==> config.mk <==
export PLATFORM = sky130hd
export DESIGN_NAME = id_ex_stage
export DESIGN_NICKNAME = d
export VERILOG_FILES = /design/src/rtl/types_pkg.sv /design/src/rtl/id_ex_stage_forward_unit.sv /design/src/rtl/id_ex_stage.sv
export SDC_FILE = /design/constraint.sdc
export NUM_CORES = 1
export LEC_CHECK = 0
export BUFFER_PORTS_ARGS = -buffer_cell sky130_fd_sc_hd__clkbuf_2
export CAP_MARGIN = 5
export CORE_ASPECT_RATIO = 1.2
export CORE_MARGIN = 4
export CORE_UTILIZATION = 40
export CTS_CLUSTER_SIZE = 14
export DETAILED_ROUTE_END_ITERATION = 8
export PLACE_DENSITY = 0.67
export SLEW_MARGIN = 20
export SYNTH_ARGS = -nofsm -noshare
export SYNTH_HDL_FRONTEND = slang
export SYNTH_SLANG_ARGS = --single-unit
==> constraint.sdc <==
create_clock -name clk -period 3.4 [get_ports clk]
set_input_delay 0.68 -clock clk [delete_from_list [all_inputs] [get_ports clk]]
set_output_delay 0.68 -clock clk [all_outputs]
set_load 0.05 [all_outputs]
==> src/rtl/types_pkg.sv <==
// Shared types for the ID/EX stage: data bus, ALU operation codes,
// register index type, the pipelined control bundle and forwarding selects.
package types_pkg;

   localparam int DATA_BUS_W = 32;
   localparam int REG_ADDR_W = 5;

   typedef logic [DATA_BUS_W-1:0] DATA_BUS;
   typedef logic [REG_ADDR_W-1:0] REG_ADDR;

   typedef enum logic [1:0] {
      SUM_OP = 2'd0,
      SUB_OP = 2'd1,
      AND_OP = 2'd2,
      SLT_OP = 2'd3
   } alu_ctrl;

   typedef struct packed {
      logic    reg_write;
      logic    mem_read;
      logic    mem_write;
      logic    alu_src;
      alu_ctrl alu_op;
   } id_ex_ctrl_t;

   typedef enum logic [1:0] {
      FWD_REG = 2'd0,
      FWD_MEM = 2'd1,
      FWD_WB  = 2'd2
   } fwd_sel_t;

   localparam id_ex_ctrl_t CTRL_RESET = '{
      reg_write: 1'b0,
      mem_read:  1'b0,
      mem_write: 1'b0,
      alu_src:   1'b0,
      alu_op:    SUM_OP
   };

endpackage

==> src/rtl/id_ex_stage_forward_unit.sv <==
// Chooses the source of one EX operand: the MEM result, the WB result or
// the registered read data. The MEM stage holds the younger value, so it wins.
module forward_unit
   import types_pkg::*;
#(
   parameter int ADDR_WIDTH = 5
) (
   input  logic [ADDR_WIDTH-1:0] rs,
   input  logic [ADDR_WIDTH-1:0] mem_rd,
   input  logic                  mem_reg_write,
   input  logic [ADDR_WIDTH-1:0] wb_rd,
   input  logic                  wb_reg_write,
   output fwd_sel_t              sel
);

   always_comb begin
      sel = FWD_REG;
      if (mem_reg_write && (mem_rd != '0) && (mem_rd == rs)) begin
         sel = FWD_MEM;
      end else if (wb_reg_write && (wb_rd != '0) && (wb_rd == rs)) begin
         sel = FWD_WB;
      end
   end

endmodule

==> src/rtl/id_ex_stage.sv <==
// ID/EX pipeline register with load-use stall, bubble insertion,
// WB write-through at capture and MEM/WB forwarding into the ALU operands.
module id_ex_stage
   import types_pkg::*;
#(
   parameter int DATA_WIDTH = 32,
   parameter int ADDR_WIDTH = 5
) (
   input  logic                  clk,
   input  logic                  rst_n,
   input  logic                  id_valid,
   input  logic [ADDR_WIDTH-1:0] id_rs1,
   input  logic [ADDR_WIDTH-1:0] id_rs2,
   input  logic [ADDR_WIDTH-1:0] id_rd,
   input  logic [DATA_WIDTH-1:0] id_rd1,
   input  logic [DATA_WIDTH-1:0] id_rd2,
   input  logic [DATA_WIDTH-1:0] id_imm,
   input  logic                  id_alu_src,
   input  alu_ctrl               id_alu_ctrl,
   input  logic                  id_reg_write,
   input  logic                  id_mem_read,
   input  logic                  id_mem_write,
   input  logic                  flush,
   input  logic                  ex_hold,
   input  logic [ADDR_WIDTH-1:0] mem_rd,
   input  logic                  mem_reg_write,
   input  logic [DATA_WIDTH-1:0] mem_result,
   input  logic [ADDR_WIDTH-1:0] wb_rd,
   input  logic                  wb_reg_write,
   input  logic [DATA_WIDTH-1:0] wb_result,
   output logic                  stall,
   output logic                  ex_valid,
   output DATA_BUS               alu_op1,
   output DATA_BUS               alu_op2,
   output alu_ctrl               alu_ctrl_o,
   output DATA_BUS               ex_store_data,
   output logic [ADDR_WIDTH-1:0] ex_rd,
   output logic                  ex_reg_write,
   output logic                  ex_mem_read,
   output logic                  ex_mem_write
);

   logic                  ex_valid_q, ex_valid_d;
   id_ex_ctrl_t           ctrl_q, ctrl_d;
   logic [ADDR_WIDTH-1:0] rs1_q, rs1_d, rs2_q, rs2_d, rd_q, rd_d;
   logic [DATA_WIDTH-1:0] rd1_q, rd1_d, rd2_q, rd2_d, imm_q, imm_d;
   logic                  load_use;
   fwd_sel_t              sel1, sel2;
   logic [DATA_WIDTH-1:0] fwd_rs1, fwd_rs2;

   assign load_use = ex_valid_q && ctrl_q.mem_read && (rd_q != '0)
                     && ((rd_q == id_rs1) || (rd_q == id_rs2)) && id_valid;
   assign stall    = load_use || ex_hold;

   always_comb begin
      ex_valid_d = ex_valid_q;
      ctrl_d     = ctrl_q;
      rs1_d      = rs1_q;
      rs2_d      = rs2_q;
      rd_d       = rd_q;
      rd1_d      = rd1_q;
      rd2_d      = rd2_q;
      imm_d      = imm_q;
      if (flush || (!ex_hold && load_use)) begin
         ex_valid_d       = 1'b0;
         ctrl_d.reg_write = 1'b0;
         ctrl_d.mem_read  = 1'b0;
         ctrl_d.mem_write = 1'b0;
      end else if (!ex_hold) begin
         ex_valid_d       = id_valid;
         ctrl_d.reg_write = id_reg_write;
         ctrl_d.mem_read  = id_mem_read;
         ctrl_d.mem_write = id_mem_write;
         ctrl_d.alu_src   = id_alu_src;
         ctrl_d.alu_op    = id_alu_ctrl;
         rs1_d            = id_rs1;
         rs2_d            = id_rs2;
         rd_d             = id_rd;
         imm_d            = id_imm;
         // The register file is written at the same edge, so its read data is stale.
         rd1_d = (wb_reg_write && (wb_rd != '0) && (wb_rd == id_rs1)) ? wb_result : id_rd1;
         rd2_d = (wb_reg_write && (wb_rd != '0) && (wb_rd == id_rs2)) ? wb_result : id_rd2;
      end
   end

   always_ff @(posedge clk) begin
      if (!rst_n) begin
         ex_valid_q <= 1'b0;
         ctrl_q     <= CTRL_RESET;
         rs1_q      <= '0;
         rs2_q      <= '0;
         rd_q       <= '0;
         rd1_q      <= '0;
         rd2_q      <= '0;
         imm_q      <= '0;
      end else begin
         ex_valid_q <= ex_valid_d;
         ctrl_q     <= ctrl_d;
         rs1_q      <= rs1_d;
         rs2_q      <= rs2_d;
         rd_q       <= rd_d;
         rd1_q      <= rd1_d;
         rd2_q      <= rd2_d;
         imm_q      <= imm_d;
      end
   end

   forward_unit #(.ADDR_WIDTH(ADDR_WIDTH)) u_fwd_rs1 (
      .rs            (rs1_q),
      .mem_rd        (mem_rd),
      .mem_reg_write (mem_reg_write),
      .wb_rd         (wb_rd),
      .wb_reg_write  (wb_reg_write),
      .sel           (sel1)
   );

   forward_unit #(.ADDR_WIDTH(ADDR_WIDTH)) u_fwd_rs2 (
      .rs            (rs2_q),
      .mem_rd        (mem_rd),
      .mem_reg_write (mem_reg_write),
      .wb_rd         (wb_rd),
      .wb_reg_write  (wb_reg_write),
      .sel           (sel2)
   );

   always_comb begin
      unique case (sel1)
         FWD_MEM: fwd_rs1 = mem_result;
         FWD_WB:  fwd_rs1 = wb_result;
         default: fwd_rs1 = rd1_q;
      endcase
      unique case (sel2)
         FWD_MEM: fwd_rs2 = mem_result;
         FWD_WB:  fwd_rs2 = wb_result;
         default: fwd_rs2 = rd2_q;
      endcase
   end

   assign ex_valid      = ex_valid_q;
   assign alu_op1       = fwd_rs1;
   assign alu_op2       = ctrl_q.alu_src ? imm_q : fwd_rs2;
   assign ex_store_data = fwd_rs2;
   assign alu_ctrl_o    = ctrl_q.alu_op;
   assign ex_rd         = rd_q;
   assign ex_reg_write  = ex_valid_q && ctrl_q.reg_write;
   assign ex_mem_read   = ex_valid_q && ctrl_q.mem_read;
   assign ex_mem_write  = ex_valid_q && ctrl_q.mem_write;

endmodule

==> metrics.md <==
| Metric | Value |
|---|---|
| Max H-tree Level | `4` |
| Antenna violations before repair | `1` |
| Diodes inserted | `0` |
| Reg2Reg Depth | `5` |
| Starting Density | `40.95%` |
| Primary FF master, synth | `dfxtp_1` |
| Most frequent cells in the layout | `267 x clkbuf_2, 234 x nand2_1, 145 x mux2i_1, 117 x dfxtp_1, 68 x o21ai_0` |
| Critical R2R Launch | `ex_rd[0]` |
| Detailed-route wire length | `between 20 and 30 mm` |
| GRT Util Overall | `approximately a quarter` |
| Data required time at the worst endpoint | `about 2.7 ns` |
| Element type at the critical path end | `primary output` |
| Seq cells post-synth | `roughly 120` |
| Max-slew violations | `0` |
| Clock sink count | `118` |
| Register area share after synthesis | `around 28%` |
| Peak VDD IR | `~0.32 mV` |
| Post-synth ARST share | `0%` |
| Failing checks | `setup timing` |
| Vias | `~8,800` |
| Final net count | `1,578` |
| CTS tree | `done` |
| Syn Inst Count | `1,104` |
| Die X | `139.9 um` |
| Highest clock rate | `around 290 MHz` |
| Largest net degree at the start of global routing | `86` |
| Hold WC Path Type | `reg -> reg` |
| Kind of critical path | `reg -> out` |
| Fin area | `0.01198 mm^2` |
| Static Leak | `5.698 nW` |
| WP data arrival | `between 2 and 3 ns` |
| Drt wl/cell | `17.88 um` |
| FF-to-FF setup slack | `1.20 ns` |
| Max clock buf depth | `2` |
| Vias in the first global route | `between 8,000 and 9,000` |
| Root buffer cell | `clkbuf_16` |
| DP HPWL | `~22 mm` |
| Period utilisation layout | `100.2%` |
| First-pass GRT wire length | `about 46 mm` |
| Share of layout cells above drive strength 1 | `37.04%` |
| Yosys warns | `0` |
| Worst-Skew Late Latency | `0.43 ns` |
| Number of max-cap violations | `0` |
| P&R area growth vs syn | `43.38%` |
| Final Total Pwr | `0.004761 W` |
| Final ANT Viol Nets | `0` |
| Fillers | `1,894` |
| DR DRC count | `0` |
| GRT overflow | `0` |
| Cell count after placement | `1,621` |
| Slew @ Worst Pin | `1.148 ns` |
| Placed Instance Area | `0.01116 mm^2` |
| Num rows | `57` |
| RSZ-0062 raised after global routing | `true` |
| Finished Layout Cells | `1,658` |
| Avg Inst Size Synth | `7.566 um^2` |
| Vias per inst | `about 5.3` |
| Die height | `166.3 um` |
| Maximum fanout along the worst path | `3` |
| Core ar. | `between 0.02 and 0.025 mm^2` |
| Reg clk slew, reported paths | `0.06 ns` |
| Number of flops mapped to enable cells by yosys | `0` |
| Die area | `0.02327 mm^2` |
| Synth Cell Area | `about 0.0084 mm^2` |
| Total CTS buffers | `17` |
| Distinct cells, synth | `40` |
| Crit path launch type | `register` |
| Hold Crit Start | `rd1_q[5]` |
| Minimum clock period | `approximately 3.4 ns` |
| Most common cell after layout, fill and taps aside | `clkbuf_2` |
| Final setup fails | `1` |
| Slew HR | `a little under a quarter` |
| Syn Nets | `about 1,300` |
| Initial DRC Count | `slightly below 700` |
| DRT Pass-1 Iters | `5` |
| R2R Path End | `rd2_q[3]` |
| RePlAce Congestion | `0.8791` |
| Port Buf Inserts | `around 310` |
| Clk_skew | `~0.015 ns` |
| I/O Pins | `306` |
| End of the worst hold path | `rd1_q[5]` |
| Total power density per cell area | `397.5 mW/mm^2` |
| Status | `complete, but fails checks` |
| Post-route setup slack | `-0.006491 ns` |
| Final Hold Viols | `0` |
| Hold depth | `2` |
worst max-delay path, stage by stage, from the launching register on:
cell and delay [ns]:
dfxtp_1 0.42, xnor2_1 0.14, nand2_1 0.09, nor4_1 0.93, a211oi_2 0.07, buf_4 0.21
o31ai_4 0.25, buf_8 0.18
per-stage QoR:
stage / util (%) / worst slack (ns) / setup TNS [ns] / hold slack (ns)
5_1_grt: 58.72 / -0.06357 / -0.1228 / 0.4714
3_5_place_dp: 54.69 / -0.1304 / -1.709 / 0.4521
2_1_floorplan: - / -0.04579 / -0.04579 / 0.4273
4_1_cts: 58.10 / 0.002471 / 0 / 0.4598
6_report: 58.72 / -0.006491 / -0.006491 / 0.4560
3_3_place_gp: 54.69 / -0.08741 / -0.8787 / 0.4408
synthesized netlist by cell type (4+ instances only):
cell type    n  area (um^2)
a211oi_1    32        240.2
a21boi_0    64        480.5
a21oi_1      4        20.02
and3_1      64        400.4
buf_2        9        45.04
buf_4       13        97.59
clkbuf_1    78        292.8
dfxtp_1    118         2362
inv_1       32        120.1
mux2i_1    146         1461
nand2_1    234        878.3
nor2_1      67        251.5
nor2b_1      4        25.02
nor3_1      35        175.2
o21ai_0     93        465.5
o21ai_1      9        45.04
o31ai_2     30        375.4
xnor2_1     25        219.0
xor2_1      15        131.4
repair_timing:
action	CTS	global route
gates resized for setup	21	38
setup endpoints to repair	35	26
pin swaps	0	3
hold buffers	0	0
buffers inserted	0	5
cells by family (layout without fill, tap and decap cells):
group,Yosys count,after routing,share of synthesized area (%)
mux,146,146,17.50
simple gates,422,422,22.44
xor+xnor,40,40,4.194
compound gates,241,241,20.45
buf+inv,137,426,7.145
flops,118,118,28.28
layer usage:
layer | GRT usage [%] | up-vias | share of wire [%]
met3 | 5.789 | 52 | 6.9
met4 | 8.555 | 2 | 2.7
li1 | - | 4361 | -
met5 | 0 | - | 0.044
met1 | 31.06 | 4078 | 42
met2 | 40.88 | 317 | 48
worst max-delay path by stage:
stage	start	slack [ns]	cells past startpoint	end
global route	mem_rd[1]	-0.06	9	alu_op2[5]
CTS	wb_rd[0]	0.002	9	alu_op2[10]
floorplan	wb_rd[0]	-0.05	7	alu_op2[0]
finish	rs2_q[3]	-0.006	7	alu_op2[5]
detailed placement	wb_rd[0]	-0.13	8	alu_op2[28]
global placement	wb_rd[0]	-0.09	9	alu_op2[5]
flip-flops by register name, indices dropped and copies added, names as in the netlist:
signal	flops
rd1_q	32
ctrl_q	4
ex_rd	5
ex_valid	1
rs2_q	5
alu_ctrl_o	2
rs1_q	5
rd2_q	32
imm_q	32
layout make-up:
cell class / count / area [um^2] / area share (%)
sequential: 118 / 2366 / 19.76
multi-input combinational: 849 / 6012 / 50.20
timing repair buffer: 362 / 2534 / 21.16
tap: 265 / 331.6 / 2.768
inverter: 32 / 120.1 / 1.003
clock inverter: 13 / 180.2 / 1.504
clock buffer: 19 / 432.9 / 3.615
where the power goes:
group          switching (W)  leakage [nW]  internal, W
Sequential         0.0000630         0.966      0.00146
Combinational       0.000823          4.44     0.000511
Clock               0.000685         0.293      0.00122
Total                0.00157          5.70      0.00319
Note: power is estimated with default switching activity, not from simulation.
